**src/rtl/csr_pkg.sv**
```systemverilog
`default_nettype none
// ============================================================================
// Module      : csr_pkg
// Description : Shared definitions for the CSR access unit: funct3 op field
//               encodings, FSM state type and access-legality helpers.
// Revision    : 1.0 - initial release
// ============================================================================
package csr_pkg;

    // funct3 = {imm, op}: bit 2 selects the zimm operand, bits [1:0] the op
    localparam int        c_F3_IMM_BIT = 2;
    localparam logic [1:0] c_OP_NONE   = 2'b00;
    localparam logic [1:0] c_OP_RW     = 2'b01;
    localparam logic [1:0] c_OP_RS     = 2'b10;
    localparam logic [1:0] c_OP_RC     = 2'b11;

    typedef enum logic [1:0] {
        c_ST_IDLE  = 2'd0,
        c_ST_READ  = 2'd1,
        c_ST_WRITE = 2'd2,
        c_ST_RESP  = 2'd3
    } csr_state_t;

    // funct3 000 and 100 carry no CSR operation
    function automatic logic op_is_illegal(input logic [1:0] op);
        return op == c_OP_NONE;
    endfunction

    // RW forms always write; set/clear forms write only for a nonzero rs1/zimm
    function automatic logic write_required(input logic [1:0] op, input logic [4:0] rs1_idx);
        return (op == c_OP_RW) || (rs1_idx != 5'd0);
    endfunction

    // Address bits [11:10] == 2'b11 mark the read-only CSR space
    function automatic logic addr_is_read_only(input logic [1:0] addr_hi);
        return addr_hi == 2'b11;
    endfunction

endpackage : csr_pkg
`default_nettype wire

```
**src/rtl/csr_alu.sv**
```systemverilog
`default_nettype none
// ============================================================================
// Module      : csr_alu
// Description : Combinational new-value computation for CSR read-modify-write
//               (write, set bits, clear bits).
// Revision    : 1.0 - initial release
// ============================================================================
module csr_alu
    import csr_pkg::*;
#(
    parameter int DATA_W = 32
) (
    input  logic [1:0]        i_op,
    input  logic [DATA_W-1:0] i_old,
    input  logic [DATA_W-1:0] i_operand,
    output logic [DATA_W-1:0] o_new_val
);

    always_comb begin
        o_new_val = i_old;
        case (i_op)
            c_OP_RW: o_new_val = i_operand;
            c_OP_RS: o_new_val = i_old | i_operand;
            c_OP_RC: o_new_val = i_old & ~i_operand;
            default: o_new_val = i_old;
        endcase
    end

endmodule : csr_alu
`default_nettype wire

```
**src/rtl/csr_access_unit.sv**
```systemverilog
`default_nettype none
// ============================================================================
// Module      : csr_access_unit
// Description : Fixed-latency CSR read-modify-write sequencer between a
//               request/response handshake and a CSR register file.
//               Optional macro CSR_ACCESS_COUNT_EN adds the access_count output.
// Revision    : 1.0 - initial release
// ============================================================================
module csr_access_unit
    import csr_pkg::*;
#(
    parameter int CSR_ADDR_W = 12,
    parameter int DATA_W     = 32
) (
    input  logic                  clk,
    input  logic                  rst,
    input  logic                  req_valid,
    output logic                  req_ready,
    input  logic [2:0]            req_funct3,
    input  logic [CSR_ADDR_W-1:0] req_csr_addr,
    input  logic [DATA_W-1:0]     req_rs1_data,
    input  logic [4:0]            req_rs1_idx,
    output logic                  rsp_valid,
    input  logic                  rsp_ready,
    output logic [DATA_W-1:0]     rsp_rd_data,
    output logic                  rsp_illegal,
    output logic [CSR_ADDR_W-1:0] csr_rd_addr,
    input  logic [DATA_W-1:0]     csr_rd_data,
    output logic                  csr_write_en,
    output logic [CSR_ADDR_W-1:0] csr_wb_addr,
    output logic [DATA_W-1:0]     csr_wb_data
`ifdef CSR_ACCESS_COUNT_EN
    ,
    output logic [31:0]           access_count
`endif
);

    csr_state_t            r_state;
    logic [1:0]            r_op;
    logic [4:0]            r_idx;
    logic [CSR_ADDR_W-1:0] r_addr;
    logic [DATA_W-1:0]     r_operand;
    logic [DATA_W-1:0]     r_old;
    logic                  r_req_ready;
    logic                  r_rsp_valid;
    logic [DATA_W-1:0]     r_rsp_rd_data;
    logic                  r_rsp_illegal;
    logic                  r_write_en;
    logic [CSR_ADDR_W-1:0] r_wb_addr;
    logic [DATA_W-1:0]     r_wb_data;

    logic                  w_accept;
    logic                  w_write_req;
    logic                  w_read_only;
    logic                  w_suppressed;
    logic                  w_rsp_hs;
    logic [DATA_W-1:0]     w_req_operand;
    logic [DATA_W-1:0]     w_new_val;

    assign w_accept      = req_valid && r_req_ready;
    assign w_rsp_hs      = (r_state == c_ST_RESP) && r_rsp_valid && rsp_ready;
    assign w_write_req   = write_required(r_op, r_idx);
    assign w_read_only   = addr_is_read_only(r_addr[CSR_ADDR_W-1 -: 2]);
    assign w_suppressed  = w_write_req && w_read_only;
    assign w_req_operand = req_funct3[c_F3_IMM_BIT] ? {{(DATA_W-5){1'b0}}, req_rs1_idx}
                                                    : req_rs1_data;

    // New value is formed straight from the combinational read data so the
    // write-port registers are loaded on the same edge that captures the old value.
    csr_alu #(
        .DATA_W (DATA_W)
    ) u_csr_alu (
        .i_op      (r_op),
        .i_old     (csr_rd_data),
        .i_operand (r_operand),
        .o_new_val (w_new_val)
    );

    always_ff @(posedge clk) begin
        if (rst) begin
            r_state       <= c_ST_IDLE;
            r_op          <= c_OP_NONE;
            r_idx         <= '0;
            r_addr        <= '0;
            r_operand     <= '0;
            r_old         <= '0;
            r_req_ready   <= 1'b0;
            r_rsp_valid   <= 1'b0;
            r_rsp_rd_data <= '0;
            r_rsp_illegal <= 1'b0;
            r_write_en    <= 1'b0;
            r_wb_addr     <= '0;
            r_wb_data     <= '0;
        end else begin
            case (r_state)
                c_ST_IDLE: begin
                    r_req_ready <= 1'b1;
                    if (w_accept) begin
                        r_req_ready <= 1'b0;
                        r_op        <= req_funct3[1:0];
                        r_idx       <= req_rs1_idx;
                        r_addr      <= req_csr_addr;
                        r_operand   <= w_req_operand;
                        if (op_is_illegal(req_funct3[1:0])) begin
                            r_rsp_valid   <= 1'b1;
                            r_rsp_rd_data <= '0;
                            r_rsp_illegal <= 1'b1;
                            r_state       <= c_ST_RESP;
                        end else begin
                            r_state <= c_ST_READ;
                        end
                    end
                end
                c_ST_READ: begin
                    r_old      <= csr_rd_data;
                    r_wb_addr  <= r_addr;
                    r_wb_data  <= w_new_val;
                    r_write_en <= w_write_req && !w_read_only;
                    r_state    <= c_ST_WRITE;
                end
                c_ST_WRITE: begin
                    r_write_en    <= 1'b0;
                    r_rsp_valid   <= 1'b1;
                    r_rsp_illegal <= w_suppressed;
                    r_rsp_rd_data <= w_suppressed ? '0 : r_old;
                    r_state       <= c_ST_RESP;
                end
                c_ST_RESP: begin
                    if (w_rsp_hs) begin
                        r_rsp_valid <= 1'b0;
                        r_req_ready <= 1'b1;
                        r_state     <= c_ST_IDLE;
                    end
                end
                default: r_state <= c_ST_IDLE;
            endcase
        end
    end

    // Handshake and write strobes drop as soon as rst rises, not one edge later,
    // so a reset landing in WRITE can never leak a register-file write.
    assign req_ready    = r_req_ready && !rst;
    assign rsp_valid    = r_rsp_valid && !rst;
    assign csr_write_en = r_write_en && !rst;

    assign rsp_rd_data  = r_rsp_rd_data;
    assign rsp_illegal  = r_rsp_illegal;
    assign csr_rd_addr  = r_addr;
    assign csr_wb_addr  = r_wb_addr;
    assign csr_wb_data  = r_wb_data;

`ifdef CSR_ACCESS_COUNT_EN
    logic [31:0] r_access_count;

    always_ff @(posedge clk) begin
        if (rst) begin
            r_access_count <= '0;
        end else if (w_rsp_hs) begin
            r_access_count <= r_access_count + 32'd1;
        end
    end

    assign access_count = r_access_count;
`endif

endmodule : csr_access_unit
`default_nettype wire

```
**config.mk**
```make
export PLATFORM = sky130hd
export DESIGN_NAME = csr_access_unit
export DESIGN_NICKNAME = d
export VERILOG_FILES = /design/src/rtl/csr_pkg.sv /design/src/rtl/csr_alu.sv /design/src/rtl/csr_access_unit.sv
export SDC_FILE = /design/constraint.sdc
export NUM_CORES = 1
export LEC_CHECK = 0
export CAP_MARGIN = 20
export CORE_MARGIN = 2
export CORE_UTILIZATION = 30
export DETAILED_ROUTE_END_ITERATION = 16
export GPL_TIMING_DRIVEN = 0
export PLACE_DENSITY = 0.49
export REMOVE_ABC_BUFFERS = 1
export SYNTH_ARGS = -nofsm -noshare
export SYNTH_HDL_FRONTEND = slang
export SYNTH_HIERARCHICAL = 1
export SYNTH_SLANG_ARGS = --single-unit
```
**constraint.sdc**
```tcl
create_clock -name clk -period 4.85 [get_ports clk]
set_input_delay 0.97 -clock clk [delete_from_list [all_inputs] [get_ports clk]]
set_output_delay 0.97 -clock clk [all_outputs]
set_load 0.03 [all_outputs]
```
==> flow_summary_export.csv <==
group,metric,value,unit
route,drt-initial-drc-count,282,
timing,rsz0062_at_grt,"no",
floorplanning,start_util,0.304,
route,routedWlPerCell,15.7,um
timing,max_freq,295,MHz
cts,htreeDepth,4,
pwr,p_leak,3.33,nW
placement,dpl_cell_area,0.00914,sq mm
placement,hpwlAfterDp,12400,um
route,via_per_inst,4.53,
cts,cts_root_buf,"clkbuf_16",
pwr,ir_worst_vdd,0.204,mV
run,max-cap-violations,0,
synth,synth_mux_area_frac,0.115,
route,via_count,5801,
cts,cts_buffers,17,
cts,cts_tree,"yes",
synth,ys_seq_area_frac,0.464,
layout,layout_commonest_cell,"clkdlybuf4s50_1",
timing,maxSlewViolCount,0,
timing,final-setup-viol-count,0,
layout,final_cell_mix,"177 x clkdlybuf4s50_1, 163 x dfxtp_1, 133 x nand2_1",
global_route,grtUsageTotal,0.163,
worst_setup_path,required,3.88,ns
synth,ys_seq_elements,165,
pwr,power_frac_seq,0.377,
floorplanning,die_w,158,um
global_route,grt_overflow,0,
global_route,grt_max_degree,87,
timing,clock-skew-final,0.0135,ns
pwr,clkPwrFrac,0.330,
layout,fillers,2395,
pwr,p_sw,1.48,mW
outcome,outcome,"complete, no violations",
pwr,p_per_area,457,mW/mm^2
worst_setup_path,cp-start-kind,"primary input",
worst_setup_path,crit_path_end_kind,"primary output",
worst_setup_path,crit_arrival,2.42,ns
placement,portBuffers,179,
global_route,grt_pass1_wl,31200,um
worst_setup_path,critical_path_class,"in2out",
floorplanning,fp.dieArea,0.0250,sq mm
cts,clk_latency,0.43,ns
route,routed_wl,20100,um
timing,maxSlewHeadroom,0.362,
timing,min_period,3.39,ns
floorplanning,std_cell_rows,56,
pwr,swShare,0.332,
cts,clk_pin_slew_worst_paths,0.07,ns
floorplanning,core_area,0.0234,sq mm
layout,multi_input_area,0.00335,sq mm
global_route,grt_pass1_vias,5652,
layout,drive_gt1_frac,0.0803,
floorplanning,die_h,158,um
global_route,antenna_found_initial,2,
layout,syn_to_final_growth,37.2,%
layout,regArea,0.00331,sq mm
route,firstDrtPassIters,4,
route,drc,0,
synth,ys_top_cells_by_area,"dfxtp_1 46%, mux2i_1 12%, nand2_1 7.0%, nor2_1 4.7%, xnor2_1 3.9%",
layout,nets,1038,
synth,yosys.area_share.xor_xnor,0.0393,
hold_path,hp-class,"reg2reg",
synth,synth_area,0.00713,sq mm
synth,yosysWarningCount,6,
synth,yosys.area_share.simple,0.159,
layout,design_area,0.00978,sq mm
timing,hold_violations,0,
synth,avgSynthCellArea,8.86,sq um
pwr,p_comb_frac,0.294,
pwr,p_int,2.99,mW
worst_setup_path,cp_slowest_cell,"clkdlybuf4s50_1",
timing,finalCritPeriodShare,0.699,
route,ant_nets,0,
synth,synth_top_area_share,0.464,
worst_setup_path,critPathMaxFanout,86,
cts,postCtsSetupRepairBufs,0,
timing,worstMarginPinSlew,0.957,ns
synth,synth-compound-area-share,0.145,
synth,synth_cells,804,
cts,ctsHoldBuffers,0,
worst_setup_path,path_cells,"buf_6, buf_16, nor2b_1, clkdlybuf4s50_1",
cts,clockBufferDepth,2,
timing,final.setup.tns,0,ns
floorplanning,io_pins,180,
synth,synth_top_area_cell,"dfxtp_1",
synth,synthAdderAreaFrac,0.00702,
synth,synth_top_family_by_area,"simple AND/OR/NAND/NOR gates",
synth,synth.distinct_cells,35,
cts,cts_resized,0,
cts,clock_sinks,165,
placement,gp_congestion,0.686,
worst_setup_path,slowest_delay,0.62,ns
-- per-stage QoR --
step	hold slack (ns)	power, mW	utilization	setup WS (ns)	instances
2_1_floorplan	0.430	2.53	-	1.39	741
3_3_place_gp	0.443	3.06	0.382	-2.43	1239
3_5_place_dp	0.449	3.05	0.391	1.14	1246
4_1_cts	0.459	4.55	0.418	1.41	1278
5_1_grt	0.472	4.73	0.418	1.33	1278
6_report	0.454	4.47	0.418	1.46	1280
-- kinds of logic (layout without fill, tap and decap cells) --
kind of cell    after synthesis  in the layout
compound gates              159            159
xor+xnor                     32             32
fa+ha+maj                     4              4
buf+inv                      97            252
flops                       165            165
mux                          82             82
other cells                   0              2
simple gates                265            265
-- Yosys cell counts, drive strengths merged --
cell,number
a41o,1
a31oi,1
nand3b,27
xnor2,32
nor3,4
a21boi,1
a41oi,1
a211oi,6
nand2b,2
clkbuf,25
o21ai,33
nand2,133
a21oi,81
and3,1
dfxtp,165
ha,4
a32oi,1
or2,1
nand3,2
nor2,89
nand4b,1
a21o,1
nor4b,1
mux2i,82
nor2b,4
a22oi,32
inv,34
a311oi,1
buf,38
-- routing by layer --
metal  wire length (um)  GRT usage  vias up  share of wire
met5                  0          0        -              0
met4                163     0.0373        0         0.0081
met3               1340     0.0594        9          0.067
met2               9230      0.269      127           0.46
met1               9320      0.203     2694           0.46
li1                   -          -     2971              -
-- layout make-up --
type,instances,share of cell area
antenna,2,0.000512
timing repair buffer,186,0.200
multi-input combinational,542,0.343
inverter,34,0.0131
clock buffer,20,0.0447
tap,319,0.0408
clock inverter,12,0.0198
sequential,165,0.338
-- power groups by stage --
stage               sequential (mW)  clock, mW  combinational (mW)
finish                         1.68       1.48                1.31
global route                   1.71       1.58                1.44
CTS                            1.69       1.53                1.34
detailed placement             1.72          0                1.33
global placement               1.73          0                1.33
floorplan                      1.85          0               0.682
-- flip-flops by register name, indices dropped and copies added, names as in the netlist --
name / count
csr_wb_data: 32
r_old: 32
r_operand: 32
rsp_rd_data: 32
csr_rd_addr: 12
csr_wb_addr: 12
r_idx: 5
r_op: 2
r_state: 2
r_req_ready: 1
r_rsp_valid: 1
r_write_en: 1
rsp_illegal: 1
-- path summary, 6_finish.rpt --
path	start	end	depth (start not counted)	slack [ns]
max	rst	csr_write_en	4	1.46
min	r_old[22]	rsp_rd_data[22]	2	0.45
max reg2reg	r_state[0]	rsp_rd_data[31]	7	1.89
min reg2reg	r_old[22]	rsp_rd_data[22]	2	0.45
-- critical path, delay by kind of cell --
kind	cells	cell delay, ns
buffers and inverters	3	1.33
AND/OR/NAND/NOR	1	0.09
No activity file was read; power rests on OpenSTA's default activity.
